File: src/rtl/kb_event_ctrl_pkg.sv
// -----------------------------------------------------------------------------
// kb_event_ctrl_pkg
// Shared definitions for the keyboard event path between kb_driver and the
// CPU keyboard port:
//   - the layout of a 16-bit key event word
//   - the one-hot state encoding of the typematic scheduler
//   - a helper that packs an event word from its fields
// -----------------------------------------------------------------------------
package kb_event_ctrl_pkg;

   // Event word layout: [15] repeat flag, [14:13] zero, [12:8] mods, [7:0] ascii
   localparam int KB_EVT_W          = 16;
   localparam int KB_EVT_REPEAT_BIT = 15;
   localparam int KB_EVT_MODS_HI    = 12;
   localparam int KB_EVT_MODS_LO    = 8;
   localparam int KB_EVT_ASCII_HI   = 7;
   localparam int KB_EVT_ASCII_LO   = 0;

   // Typematic scheduler states, one-hot
   typedef enum logic [2:0] {
      KB_ST_IDLE   = 3'b001,
      KB_ST_DELAY  = 3'b010,
      KB_ST_REPEAT = 3'b100
   } kb_state_e;

   // Builds an event word; the two unused bits are always zero
   function automatic logic [KB_EVT_W-1:0] kb_evt_pack(
      input logic       rep,
      input logic [4:0] mods,
      input logic [7:0] ascii
   );
      logic [KB_EVT_W-1:0] evt;
      evt                                    = 16'h0000;
      evt[KB_EVT_REPEAT_BIT]                 = rep;
      evt[KB_EVT_MODS_HI:KB_EVT_MODS_LO]     = mods;
      evt[KB_EVT_ASCII_HI:KB_EVT_ASCII_LO]   = ascii;
      return evt;
   endfunction

endpackage

File: src/rtl/kb_event_fifo.sv
// -----------------------------------------------------------------------------
// kb_event_fifo
// Synchronous first-word-fall-through FIFO for key events.
//   clk, rst     : clock, synchronous active-high reset
//   push         : write push_data this cycle (dropped if full and no pop)
//   push_data    : event word to enqueue
//   pop          : remove head entry (ignored while empty)
//   ovf_clr      : clear the sticky overflow flag (a drop in the same cycle wins)
//   rd_data      : registered head entry; holds its last value while empty
//   empty        : registered, no entries queued
//   count        : registered number of queued entries, 0..2^DEPTH_LOG2
//   overflow     : sticky, set when a push was dropped
// A push together with a pop on a full FIFO is accepted (the pop frees the
// slot in the same cycle); a pop on an empty FIFO is ignored even when a
// push arrives in that cycle.
// -----------------------------------------------------------------------------
module kb_event_fifo
   import kb_event_ctrl_pkg::*;
#(
   parameter int DEPTH_LOG2 = 3,
   parameter int WIDTH      = KB_EVT_W
) (
   input  logic                  clk,
   input  logic                  rst,
   input  logic                  push,
   input  logic [WIDTH-1:0]      push_data,
   input  logic                  pop,
   input  logic                  ovf_clr,
   output logic [WIDTH-1:0]      rd_data,
   output logic                  empty,
   output logic [DEPTH_LOG2:0]   count,
   output logic                  overflow
);

   localparam int DEPTH = 1 << DEPTH_LOG2;
   localparam int CW    = DEPTH_LOG2 + 1;
   localparam int PW    = DEPTH_LOG2;

   localparam logic [CW-1:0] CNT_ZERO = CW'(0);
   localparam logic [CW-1:0] CNT_ONE  = CW'(1);
   localparam logic [CW-1:0] CNT_FULL = CW'(DEPTH);
   localparam logic [PW-1:0] PTR_ZERO = PW'(0);
   localparam logic [PW-1:0] PTR_ONE  = PW'(1);

   logic [WIDTH-1:0] mem_q [DEPTH];
   logic [WIDTH-1:0] mem_d [DEPTH];
   logic [PW-1:0]    wr_ptr_q, wr_ptr_d;
   logic [PW-1:0]    rd_ptr_q, rd_ptr_d;
   logic [CW-1:0]    count_q, count_d;
   logic [WIDTH-1:0] rd_data_q, rd_data_d;
   logic             empty_q, empty_d;
   logic             overflow_q, overflow_d;

   logic             full_s;
   logic             is_empty_s;
   logic             pop_ok_s;
   logic             push_ok_s;
   logic             drop_s;

   // Accept/drop decisions from the current occupancy
   always_comb begin
      full_s     = (count_q == CNT_FULL);
      is_empty_s = (count_q == CNT_ZERO);
      pop_ok_s   = pop & ~is_empty_s;
      // a pop on a full FIFO frees the slot the push needs
      push_ok_s  = push & (~full_s | pop_ok_s);
      drop_s     = push & full_s & ~pop_ok_s;
   end

   // Next storage, pointers, occupancy and flags
   always_comb begin
      mem_d = mem_q;
      if (push_ok_s) begin
         mem_d[wr_ptr_q] = push_data;
      end else begin
         mem_d[wr_ptr_q] = mem_q[wr_ptr_q];
      end

      if (push_ok_s) begin
         wr_ptr_d = wr_ptr_q + PTR_ONE;
      end else begin
         wr_ptr_d = wr_ptr_q;
      end

      if (pop_ok_s) begin
         rd_ptr_d = rd_ptr_q + PTR_ONE;
      end else begin
         rd_ptr_d = rd_ptr_q;
      end

      case ({push_ok_s, pop_ok_s})
         2'b10:   count_d = count_q + CNT_ONE;
         2'b01:   count_d = count_q - CNT_ONE;
         default: count_d = count_q;
      endcase

      empty_d = (count_d == CNT_ZERO);

      // head of the updated storage, so a push into an empty FIFO shows at once
      if (count_d != CNT_ZERO) begin
         rd_data_d = mem_d[rd_ptr_d];
      end else begin
         rd_data_d = rd_data_q;
      end

      if (drop_s) begin
         overflow_d = 1'b1;
      end else if (ovf_clr) begin
         overflow_d = 1'b0;
      end else begin
         overflow_d = overflow_q;
      end
   end

   // FIFO state registers
   always_ff @(posedge clk) begin
      if (rst) begin
         for (int i = 0; i < DEPTH; i++) begin
            mem_q[i] <= {WIDTH{1'b0}};
         end
         wr_ptr_q   <= PTR_ZERO;
         rd_ptr_q   <= PTR_ZERO;
         count_q    <= CNT_ZERO;
         rd_data_q  <= {WIDTH{1'b0}};
         empty_q    <= 1'b1;
         overflow_q <= 1'b0;
      end else begin
         mem_q      <= mem_d;
         wr_ptr_q   <= wr_ptr_d;
         rd_ptr_q   <= rd_ptr_d;
         count_q    <= count_d;
         rd_data_q  <= rd_data_d;
         empty_q    <= empty_d;
         overflow_q <= overflow_d;
      end
   end

   assign rd_data  = rd_data_q;
   assign empty    = empty_q;
   assign count    = count_q;
   assign overflow = overflow_q;

endmodule

File: src/rtl/kb_event_ctrl.sv
// -----------------------------------------------------------------------------
// kb_event_ctrl
// Turns the level-type key outputs of kb_driver into discrete key events with
// typematic repeat, and queues them for the CPU.
//   CLOCK_50  : system clock
//   rst       : synchronous active-high reset
//   ascii     : key currently held (0 = none)
//   mods      : {is_error, is_special, is_capital, is_ctrl, is_shift}
//   rd_en     : pop strobe from memory_map
//   ovf_clr   : clears the sticky overflow flag
//   irq_en    : interrupt enable
//   rd_data   : queue head {repeat, 2'b00, mods, ascii}
//   empty     : queue empty
//   count     : queued entries
//   overflow  : sticky, an event was dropped on a full queue
//   kb_irq    : registered ~empty & irq_en
// Event timing: the press event is pushed the cycle after the new key is
// sampled; the first repeat follows DELAY_CYCLES later, then one every
// REPEAT_CYCLES. A different non-zero key (roll-over) restarts the delay.
// mods are captured with each event, not at press time.
// -----------------------------------------------------------------------------
module kb_event_ctrl
   import kb_event_ctrl_pkg::*;
#(
   parameter int unsigned DELAY_CYCLES  = 25000000,
   parameter int unsigned REPEAT_CYCLES = 12500000,
   parameter int          DEPTH_LOG2    = 3
) (
   input  logic                  CLOCK_50,
   input  logic                  rst,
   input  logic [7:0]            ascii,
   input  logic [4:0]            mods,
   input  logic                  rd_en,
   input  logic                  ovf_clr,
   input  logic                  irq_en,
   output logic [15:0]           rd_data,
   output logic                  empty,
   output logic [DEPTH_LOG2:0]   count,
   output logic                  overflow,
   output logic                  kb_irq
);

   // timer only has to reach the larger of the two terminal values
   localparam int unsigned TIMER_MAX = (DELAY_CYCLES > REPEAT_CYCLES) ? DELAY_CYCLES : REPEAT_CYCLES;
   localparam int          TIMER_W   = ($clog2(TIMER_MAX) < 1) ? 1 : $clog2(TIMER_MAX);

   localparam logic [TIMER_W-1:0] TIMER_ZERO  = TIMER_W'(0);
   localparam logic [TIMER_W-1:0] TIMER_ONE   = TIMER_W'(1);
   localparam logic [TIMER_W-1:0] DELAY_LAST  = TIMER_W'(DELAY_CYCLES - 1);
   localparam logic [TIMER_W-1:0] REPEAT_LAST = TIMER_W'(REPEAT_CYCLES - 1);

   kb_state_e              state_q, state_d;
   logic [TIMER_W-1:0]     timer_q, timer_d;
   logic [7:0]             last_key_q, last_key_d;
   logic                   push_req_q, push_req_d;
   logic [KB_EVT_W-1:0]    push_data_q, push_data_d;
   logic                   kb_irq_q, kb_irq_d;

   logic                   fifo_empty_s;

   // Typematic scheduler: next state, timer and event request
   always_comb begin
      state_d     = state_q;
      timer_d     = timer_q;
      last_key_d  = last_key_q;
      push_req_d  = 1'b0;
      push_data_d = push_data_q;

      case (state_q)
         KB_ST_IDLE: begin
            if (ascii != 8'h00) begin
               push_req_d  = 1'b1;
               push_data_d = kb_evt_pack(1'b0, mods, ascii);
               last_key_d  = ascii;
               timer_d     = TIMER_ZERO;
               state_d     = KB_ST_DELAY;
            end else begin
               state_d     = KB_ST_IDLE;
            end
         end

         KB_ST_DELAY: begin
            if (ascii == 8'h00) begin
               timer_d     = TIMER_ZERO;
               state_d     = KB_ST_IDLE;
            end else if (ascii != last_key_q) begin
               push_req_d  = 1'b1;
               push_data_d = kb_evt_pack(1'b0, mods, ascii);
               last_key_d  = ascii;
               timer_d     = TIMER_ZERO;
            end else if (timer_q == DELAY_LAST) begin
               push_req_d  = 1'b1;
               push_data_d = kb_evt_pack(1'b1, mods, ascii);
               timer_d     = TIMER_ZERO;
               state_d     = KB_ST_REPEAT;
            end else begin
               timer_d     = timer_q + TIMER_ONE;
            end
         end

         KB_ST_REPEAT: begin
            if (ascii == 8'h00) begin
               timer_d     = TIMER_ZERO;
               state_d     = KB_ST_IDLE;
            end else if (ascii != last_key_q) begin
               // a new key gets its own full initial delay
               push_req_d  = 1'b1;
               push_data_d = kb_evt_pack(1'b0, mods, ascii);
               last_key_d  = ascii;
               timer_d     = TIMER_ZERO;
               state_d     = KB_ST_DELAY;
            end else if (timer_q == REPEAT_LAST) begin
               push_req_d  = 1'b1;
               push_data_d = kb_evt_pack(1'b1, mods, ascii);
               timer_d     = TIMER_ZERO;
            end else begin
               timer_d     = timer_q + TIMER_ONE;
            end
         end

         default: begin
            timer_d = TIMER_ZERO;
            state_d = KB_ST_IDLE;
         end
      endcase
   end

   // Interrupt request follows the registered empty flag by one cycle
   always_comb begin
      kb_irq_d = ~fifo_empty_s & irq_en;
   end

   // Scheduler and interrupt registers
   always_ff @(posedge CLOCK_50) begin
      if (rst) begin
         state_q     <= KB_ST_IDLE;
         timer_q     <= TIMER_ZERO;
         last_key_q  <= 8'h00;
         push_req_q  <= 1'b0;
         push_data_q <= 16'h0000;
         kb_irq_q    <= 1'b0;
      end else begin
         state_q     <= state_d;
         timer_q     <= timer_d;
         last_key_q  <= last_key_d;
         push_req_q  <= push_req_d;
         push_data_q <= push_data_d;
         kb_irq_q    <= kb_irq_d;
      end
   end

   kb_event_fifo #(
      .DEPTH_LOG2 (DEPTH_LOG2),
      .WIDTH      (KB_EVT_W)
   ) u_fifo (
      .clk        (CLOCK_50),
      .rst        (rst),
      .push       (push_req_q),
      .push_data  (push_data_q),
      .pop        (rd_en),
      .ovf_clr    (ovf_clr),
      .rd_data    (rd_data),
      .empty      (fifo_empty_s),
      .count      (count),
      .overflow   (overflow)
   );

   assign empty  = fifo_empty_s;
   assign kb_irq = kb_irq_q;

endmodule

File: config.mk
export PLATFORM = sky130hd
export DESIGN_NAME = kb_event_ctrl
export DESIGN_NICKNAME = d
export VERILOG_FILES = /design/src/rtl/kb_event_ctrl_pkg.sv /design/src/rtl/kb_event_fifo.sv /design/src/rtl/kb_event_ctrl.sv
export SDC_FILE = /design/constraint.sdc
export NUM_CORES = 1
export LEC_CHECK = 0
export CAP_MARGIN = 25
export CORE_ASPECT_RATIO = 1.25
export CORE_MARGIN = 1
export CORE_UTILIZATION = 30
export CTS_CLUSTER_SIZE = 10
export DETAILED_ROUTE_END_ITERATION = 10
export PLACE_DENSITY = 0.51
export REMOVE_ABC_BUFFERS = 1
export SETUP_SLACK_MARGIN = 0.1
export SYNTH_ARGS = -nofsm -noshare
export SYNTH_HDL_FRONTEND = slang
export SYNTH_SLANG_ARGS = --single-unit
File: constraint.sdc
create_clock -name CLOCK_50 -period 5.02 [get_ports CLOCK_50]
set_input_delay 1.004 -clock CLOCK_50 [delete_from_list [all_inputs] [get_ports CLOCK_50]]
set_output_delay 1.004 -clock CLOCK_50 [all_outputs]
set_load 0.05 [all_outputs]
==> impl_metrics.yaml, run 1 <==
clocking:
  ctsResizeCount: 0
  htreeDepth: 1
  numCtsBuffers: 25
  clk_pin_slew_ns: 0.06
  clkLatencyLatePin_ns: 0.55
  post_cts_buffers: 0
  cts_tree: "yes"
  cts_root_buffer: "clkbuf_16"
  clock_path_buffers: 3
  cts.sink_count: 208
  hold_buffers: 0
timing:
  fin_tns_setup_ns: 0
  tightest_slew_ns: 0.9044
  finalWorstSetupSlack_ns: 1.310
  fmax_mhz: 269.5
  whs_ns: 0.4712
  slew_headroom_pct: 39.38
  setup_viol: 0
  maxSlewViolCount: 0
  finalHoldViolations: 0
  clock_skew_ns: 0.01653
  finalCritPeriodShare_pct: 73.90
  min_period_ns: 3.710
  rsz0062_at_grt: "no"
critical_path:
  crit_type: "primary input to flop"
  endpoint_kind: "flop"
  crit_required_ns: 5.51
  path_delay_family: "compound AO/OA/AOI/OAI gates"
  crit_slowest_cell: "clkdlybuf4s50_1"
  cp.arrival_ns: 4.20
  r2r-start: "u_fifo.wr_ptr_q[2]"
  path_common_cell: "buf_4"
  worstReg2RegEnd: "u_fifo.rd_data[3]"
  cpPeakStageDelay_ns: 0.64
  worst_r2r_path_depth: 8
  reg2reg_slack_ns: 1.45
  worstPathCellList: "clkdlybuf4s50_1 -> nor2b_1 -> buf_4 -> a21oi_2 -> buf_4 -> a221oi_1 -> nor2_1 -> a21oi_1 -> o31ai_1 -> a32o_1"
  crit_buf_inv: 3
  path_max_fanout: 10
  worstSetupStartpointType: "primary input"
grt:
  gr-usage-all-layers_pct: 20.97
  grt_pass1_vias: 10030
  grt_max_degree: 66
  grt_pass1_wl_mm: 61.31
  antenna_found_initial: 0
  grt-ovfl-total: 0
synthesis:
  ys_ff_latch: 208
  synth_cells: 1388
  synth_edf_count: 0
  avgSynthCellArea_um2: 8.041
  synth-main-ff-cell: "dfxtp_1"
  postSynth.asyncResetShare_pct: 0
  netlist_area_um2: 11160
  yosysSeqAreaShare_pct: 37.31
  synth_warnings: 0
  synth.distinct_cells: 85
layout:
  final_cell_mix: "nand2_1 (233), dfxtp_1 (205), nor2_1 (141)"
  fin_area_um2: 12790
  drive_above_1_share_pct: 9.377
  antenna_cells: 0
  nets: 1411
  syn_to_final_growth_pct: 14.60
  layout_commonest_cell: "nand2_1"
detailed_routing:
  dr.pass1.iters: 5
  vias_per_cell: 5.640
  routed_wl_mm: 40.38
  initialDrtViolationCount: 948
  drt_drc_violations_left: 0
  ant_nets: 0
  wl_per_cell_um: 21.51
  vias: 10590
floorplanning:
  dieArea_um2: 37980
  placeableCoreArea_um2: 36500
  rows: 78
  die_h_um: 217.6
  die_w_um: 174.5
  io_pins: 41
  start_util_pct: 30.58
pwr:
  powerDensity_nw_per_um2: 481.8
  peakVddDrop_mv: 0.2216
  static-leakage-power_nw: 4.263
worst_hold_path:
  holdCritPathClass: "flop to flop"
  whs_path_depth: 2
  worstHoldStart: "u_fifo.mem_q[79]"
  min_to: "u_fifo.mem_q[79]"
placed_design:
  place.gp.congestion: 0.8666
  dp.final_hpwl_mm: 26.27
  dpl_worst_slack_ns: 0.7548
  portBuffers: 40
  dpl-instance-area_um2: 12100
status:
  status: "finished, final reports clean"
job:
  cap_violations: 0
power by group:
part / switching (mW) / leakage, nW / internal (mW)
logic: 1.67 / 2.24 / 0.891
registers: 0.170 / 1.69 / 1.79
clock network: 0.709 / 0.338 / 0.926
Yosys cell counts (all sizes together), types with 6 or more instances:
cell type | count | share of area, %
a211oi | 11 | 0.78
a21oi | 125 | 5.6
a221oi | 6 | 0.47
a22oi | 10 | 0.67
a31oi | 11 | 0.67
and3 | 7 | 0.39
and3b | 12 | 0.94
buf | 36 | 1.7
clkbuf | 72 | 2.4
dfxtp | 208 | 37
inv | 20 | 0.67
mux2 | 11 | 1.1
mux2i | 88 | 8.0
mux4 | 12 | 2.4
nand2 | 233 | 7.8
nand2b | 20 | 1.1
nand3 | 36 | 1.6
nand4 | 7 | 0.39
nor2 | 143 | 4.8
nor2b | 12 | 0.67
nor3 | 49 | 2.3
nor3b | 8 | 0.63
nor4 | 9 | 0.50
o211ai | 8 | 0.54
o21ai | 53 | 2.5
o221ai | 11 | 0.86
o22ai | 16 | 0.90
o31a | 6 | 0.47
or3 | 6 | 0.34
or4 | 7 | 0.47
xnor2 | 18 | 1.5
xor2 | 18 | 1.4
state kept, by name (all words and copies together) (netlist names):
| register | flops |
|---|---|
| u_fifo.wr_ptr_q | 3 |
| u_fifo.rd_data | 16 |
| timer_q | 25 |
| push_req_q | 1 |
| state_q | 3 |
| kb_irq | 1 |
| last_key_q | 8 |
| u_fifo.mem_q | 128 |
| push_data_q | 14 |
| u_fifo.count | 4 |
| u_fifo.overflow | 1 |
| u_fifo.rd_ptr_q | 3 |
| u_fifo.empty | 1 |
worst reg2reg max path, cell delays in order (launching register included):
cell and delay [ns]:
dfxtp_2 0.75, inv_1 0.54, nor3_2 0.87, buf_4 0.43, nor3_1 0.12, a311oi_1 0.38, o22ai_1 0.16, o221ai_1 0.10
a32o_1 0.18
per-stage QoR:
step	instances	power, mW	utilization (%)
floorplan	1280	3.535	-
global placement	1842	4.536	33.15
detailed placement	1842	4.529	33.15
CTS	1877	6.187	35.04
global route	1877	6.446	35.04
finish	1877	6.163	35.04
how the worst max path moves through the flow:
stage	startpoint	endpoint	slack (ns)	depth (start not counted)
3_3_place_gp	rd_en	u_fifo.rd_data[3]	0.70	10
6_report	rd_en	u_fifo.rd_data[3]	1.31	10
2_1_floorplan	u_fifo.wr_ptr_q[1]	u_fifo.rd_data[7]	0.46	7
5_1_grt	rd_en	u_fifo.rd_data[3]	1.13	10
3_5_place_dp	rd_en	u_fifo.rd_data[3]	0.75	10
4_1_cts	rd_en	u_fifo.rd_data[3]	1.32	10
area by class of cell:
type,instances,area (um^2)
fill,3882,23710
multi-input combinational,1049,6530
sequential,208,4170
timing repair buffer,82,713.2
clock buffer,33,675.6
tap,480,600.6
inverter,23,86.33
clock inverter,2,13.76
metal layers:
layer / GRT usage (%) / up-vias / part of all wire, %
li1: - / 4974 / -
met1: 25.88 / 5118 / 42
met2: 36.53 / 406 / 49
met3: 2.859 / 89 / 6.1
met4: 8.609 / 0 / 3.5
met5: 0 / - / 0
cell families (layout without fill, tap and decap cells):
family / Yosys count / count (layout) / synth area share (%)
and+or+nand+nor: 572 / 572 / 23.70
AOI/OAI and AO/OA: 326 / 326 / 19.26
DFF: 208 / 208 / 37.31
buffers and inverters: 131 / 140 / 4.854
muxes: 111 / 111 / 11.54
xor gates and xnor gates: 36 / 36 / 2.892
adders and majority gates: 4 / 4 / 0.4484
(Power assumes the default switching activity.)
==> run 2: changes to the inputs <==
- PLACE_DENSITY: 0.51 -> 0.53
- clock period: 5.02 -> 3.1 ns (I/O delays scaled with it)
==> run 2 against run 1 <==
- non-clock buffer count increased by 120
- utilization increased by 2.8 points
- wire length grew 0.74%
- sequential cell count unchanged
- total power up 71%
- first-iteration DRC count down 13%
- worst setup slack lost 0.98 ns
- count of clock-buffer cells in the layout increased by 3
- combinational power grew 85%
- sequential power grew 62%
- die area is the same
- via count is 4.2% higher
- critical path type unchanged
==> impl_metrics.yaml, run 2 (synthesis results as in run 1) <==
clocking:
  clock_path_buffers: 3
  cts_root_buffer: "clkbuf_16"
  htreeDepth: 1
  numCtsBuffers: 25
  ctsResizeCount: 0
  cts.sink_count: 208
  clkLatencyLatePin_ns: 0.54
  clk_pin_slew_ns: 0.06
  cts_tree: "yes"
  hold_buffers: 0
detailed_routing:
  wl_per_cell_um: 20.36
  dr.pass1.iters: 5
  vias_per_cell: 5.523
  routed_wl_mm: 40.68
  vias: 11040
  ant_nets: 0
  initialDrtViolationCount: 829
  drt_drc_violations_left: 0
timing:
  fin_tns_setup_ns: 0
  finalCritPeriodShare_pct: 89.50
  finalHoldViolations: 0
  finalWorstSetupSlack_ns: 0.3254
  min_period_ns: 2.775
  setup_viol: 0
  slew_headroom_pct: 45.58
  maxSlewViolCount: 0
  tightest_slew_ns: 0.8088
  clock_skew_ns: 0.009033
  rsz0062_at_grt: "no"
  fmax_mhz: 360.4
critical_path:
  reg2reg_slack_ns: 0.35
  endpoint_kind: "flop"
  crit_type: "primary input to flop"
  cpPeakStageDelay_ns: 0.61
  crit_required_ns: 3.56
  cp.arrival_ns: 3.24
  worstPathCellList: "clkdlybuf4s50_1 -> buf_4 -> o41ai_2 -> xnor2_2 -> mux2i_1 -> and4b_1 -> a211oi_1 -> o21ai_0 -> o211ai_1"
  worstSetupStartpointType: "primary input"
  path_delay_family: "buffers and inverters"
  crit_slowest_cell: "mux2i_1"
  path_max_fanout: 6
  crit_buf_inv: 2
floorplanning:
  rows: 78
  placeableCoreArea_um2: 36500
  die_w_um: 174.5
  die_h_um: 217.6
  io_pins: 41
  dieArea_um2: 37980
  start_util_pct: 30.58
layout:
  final_cells: 1998
  fin_area_um2: 13810
  num-fill-cells: 3808
  drive_above_1_share_pct: 16.27
  nets: 1531
  syn_to_final_growth_pct: 23.71
  antenna_cells: 0
  layout_commonest_cell: "nand2_1"
  final_cell_mix: "nand2_1 (233), dfxtp_1 (205), buf_4 (152)"
  largest_reg_flops: 128
  largest-register: "u_fifo.mem_q"
grt:
  gr-usage-all-layers_pct: 20.84
  antenna_found_initial: 0
  grt-ovfl-total: 0
  grt_pass1_wl_mm: 61.38
  grt_max_degree: 62
  grt_pass1_vias: 10430
job:
  cap_violations: 0
placed_design:
  dpl-instance-area_um2: 13120
  dp.final_hpwl_mm: 28.41
  place_inst: 1961
  portBuffers: 40
  dpl_worst_slack_ns: -0.2018
  place.gp.congestion: 0.8861
pwr:
  peakVddDrop_mv: 0.4030
  p_total_mw: 10.52
  powerDensity_nw_per_um2: 762.3
  static-leakage-power_nw: 4.878
worst_hold_path:
  holdCritPathClass: "flop to flop"
status:
  status: "finished, final reports clean"
==> run 2: cell types whose count changed in the layout (fill, tap and decap cells not counted), sizes merged <==
cell and change:
buf +120, clkinv -1, clkbuf +3, inv -1
==> run 2: layout make-up <==
class | count | area (um^2) | area share [%]
repair buffers | 202 | 1747 | 12.65
inverters | 23 | 86.33 | 0.6253
well taps | 480 | 600.6 | 4.350
clock buffers | 36 | 676.9 | 4.903
flip-flops and latches | 208 | 4170 | 30.20
multi-input cells | 1049 | 6526 | 47.27
==> run 2: final timing paths <==
path | start | endpoint | depth (start not counted)
max | rd_en | u_fifo.rd_data[4] | 9
max reg2reg | u_fifo.count[0] | u_fifo.rd_data[7] | 9
min reg2reg | u_fifo.empty | kb_irq | 1
min | u_fifo.empty | kb_irq | 1
==> run 2: report_power, final <==
group          internal, mW  switching [mW]
clock                  1.48            1.14
sequential             2.90           0.268
combinational          1.95            2.78
==> run 2: repair_timing <==
action                                 4_1_cts  5_1_grt
setup endpoints to repair                    0        1
endpoints found under the hold margin        0        0
buffers inserted                             0        1
==> run 2: layer usage <==
| layer | share of wire [%] | GRT usage, % | routed length, um | up-vias |
|---|---|---|---|---|
| met5 | 0 | 0 | 0 | - |
| met3 | 6.0 | 3.156 | 2431 | 113 |
| met1 | 42 | 25.59 | 16950 | 5346 |
| li1 | - | - | - | 5198 |
| met4 | 4.4 | 9.884 | 1795 | 0 |
| met2 | 48 | 35.59 | 19500 | 378 |
==> run 2: through the flow <==
step / utilization, % / hold WS [ns]
floorplan: - / 0.4303
global placement: 35.93 / 0.4210
detailed placement: 35.93 / 0.4260
CTS: 37.79 / 0.4342
global route: 37.83 / 0.4596
finish: 37.83 / 0.4242
==> run 3: changes to the inputs <==
- CAP_MARGIN: 25 -> 20
- PLACE_DENSITY: 0.53 -> 0.55
==> run 3 against run 2 <==
- first-iteration DRC count grew 33%
- combinational power up 5.7%
- fmax decreased by 1.9%
- wire length decreased by 0.80%
- final area grew 2.4%
- sequential cell count unchanged
- largest cell class unchanged
- largest power group unchanged
==> impl_metrics.yaml, run 3 (synthesis results as in run 1) <==
status:
  status: "finished, final reports clean"
layout:
  antenna_cells: 0
  syn_to_final_growth_pct: 26.72
  final_cell_mix: "nand2_1 (233), dfxtp_1 (205), buf_4 (178)"
  layout_commonest_cell: "nand2_1"
  largest-register: "u_fifo.mem_q"
  num-fill-cells: 3754
  drive_above_1_share_pct: 18.18
  postLayoutCoreUtil_pct: 38.75
  nets: 1557
  largest_reg_flops: 128
  fin_area_um2: 14140
clocking:
  clk_pin_slew_ns: 0.06
  clkLatencyLatePin_ns: 0.55
  cts.sink_count: 208
  cts_tree: "yes"
  numCtsBuffers: 26
  htreeDepth: 1
  hold_buffers: 0
  clock_path_buffers: 3
  cts_root_buffer: "clkbuf_16"
grt:
  grt_pass1_wl_mm: 62.60
  grt_max_degree: 83
  grt-ovfl-total: 0
  gr-usage-all-layers_pct: 20.88
  antenna_found_initial: 0
  grt_pass1_vias: 11060
timing:
  setup_viol: 0
  tightest_slew_ns: 0.8676
  finalHoldViolations: 0
  slew_headroom_pct: 42.16
  fmax_mhz: 353.5
  min_period_ns: 2.829
  maxSlewViolCount: 0
  finalCritPeriodShare_pct: 91.26
  fin_tns_setup_ns: 0
  rsz0062_at_grt: "yes"
  whs_ns: 0.4445
  clock_skew_ns: 0.01668
floorplanning:
  start_util_pct: 30.58
  die_w_um: 174.5
  io_pins: 41
  placeableCoreArea_um2: 36500
  rows: 78
  dieArea_um2: 37980
  die_h_um: 217.6
critical_path:
  path_max_fanout: 15
  cp.arrival_ns: 3.32
  path_delay_family: "compound AO/OA/AOI/OAI gates"
  crit_slowest_cell: "a2111oi_0"
  crit_buf_inv: 2
  crit_type: "flop to flop"
  cpPeakStageDelay_ns: 0.63
  crit_required_ns: 3.59
  path_common_cell: "buf_4"
  worstPathCellList: "buf_4 -> buf_4 -> or3b_2 -> nand2_1 -> nor2_1 -> a2111oi_0 -> o22ai_1 -> o221ai_1 -> a32o_1"
  endpoint_kind: "flop"
  worstSetupStartpointType: "flop"
placed_design:
  portBuffers: 40
  dp.final_hpwl_mm: 28.12
  dpl-instance-area_um2: 13290
  place.gp.congestion: 0.8811
detailed_routing:
  vias_per_cell: 5.467
  wl_per_cell_um: 19.92
  ant_nets: 0
  dr.pass1.iters: 5
  initialDrtViolationCount: 1105
  vias: 11080
  drt_drc_violations_left: 0
  routed_wl_mm: 40.35
pwr:
  powerDensity_nw_per_um2: 787.3
  peakVddDrop_mv: 0.3701
  static-leakage-power_nw: 5.076
job:
  cap_violations: 0
worst_hold_path:
  holdCritPathClass: "flop to flop"
## run 3: cell count changes in the layout (fill, tap and decap cells not counted), sizes merged
cell / before / now
buf: 163 / 188
clkbuf: 36 / 38
bufinv: 0 / 1
## run 3: final cells by class
cell class                 count  area (um^2)  area share (%)
inverter                      23        86.33          0.6105
clock inverter                 1        30.03          0.2123
multi-input combinational   1049         6539           46.24
tap                          480        600.6           4.247
timing repair buffer         227         1927           13.62
clock buffer                  38        787.0           5.565
sequential                   208         4173           29.51
## run 3: path summary, 6_finish.rpt
path                      start  cells after the start  slack, ns                end
max          u_fifo.wr_ptr_q[0]                      9       0.27  u_fifo.rd_data[2]
min                u_fifo.empty                      1       0.44             kb_irq
max reg2reg  u_fifo.wr_ptr_q[0]                      9       0.27  u_fifo.rd_data[2]
min reg2reg        u_fifo.empty                      1       0.44             kb_irq
## run 3: what timing repair did
| item | 4_1_cts | 5_1_grt |
|---|---|---|
| resized for setup | 0 | 3 |
| endpoints found under the setup margin | 0 | 10 |
| buffers inserted | 0 | 1 |
## run 3: metal layers
metal / up-vias / global-route usage (%) / share of wire, %
met5: - / 0 / 0
met4: 0 / 8.609 / 3.7
met3: 98 / 2.720 / 5.6
met2: 384 / 36.64 / 49
met1: 5344 / 25.60 / 42
li1: 5251 / - / -
## run 3: report_power, final
group	internal (mW)	switching [mW]	total (mW)
sequential	2.90	0.255	3.16
combinational	2.10	2.89	5.00
clock	1.80	1.18	2.98
## run 3: per-stage QoR
step	instances	setup WS, ns	total power, mW
after floorplan	1280	-1.456	5.724
after global routing	2026	0.09221	11.68
final	2026	0.2709	11.13
after global placement	1985	-0.1509	8.104
after CTS	2025	0.1566	11.14
after detailed placement	1986	-0.1888	8.126
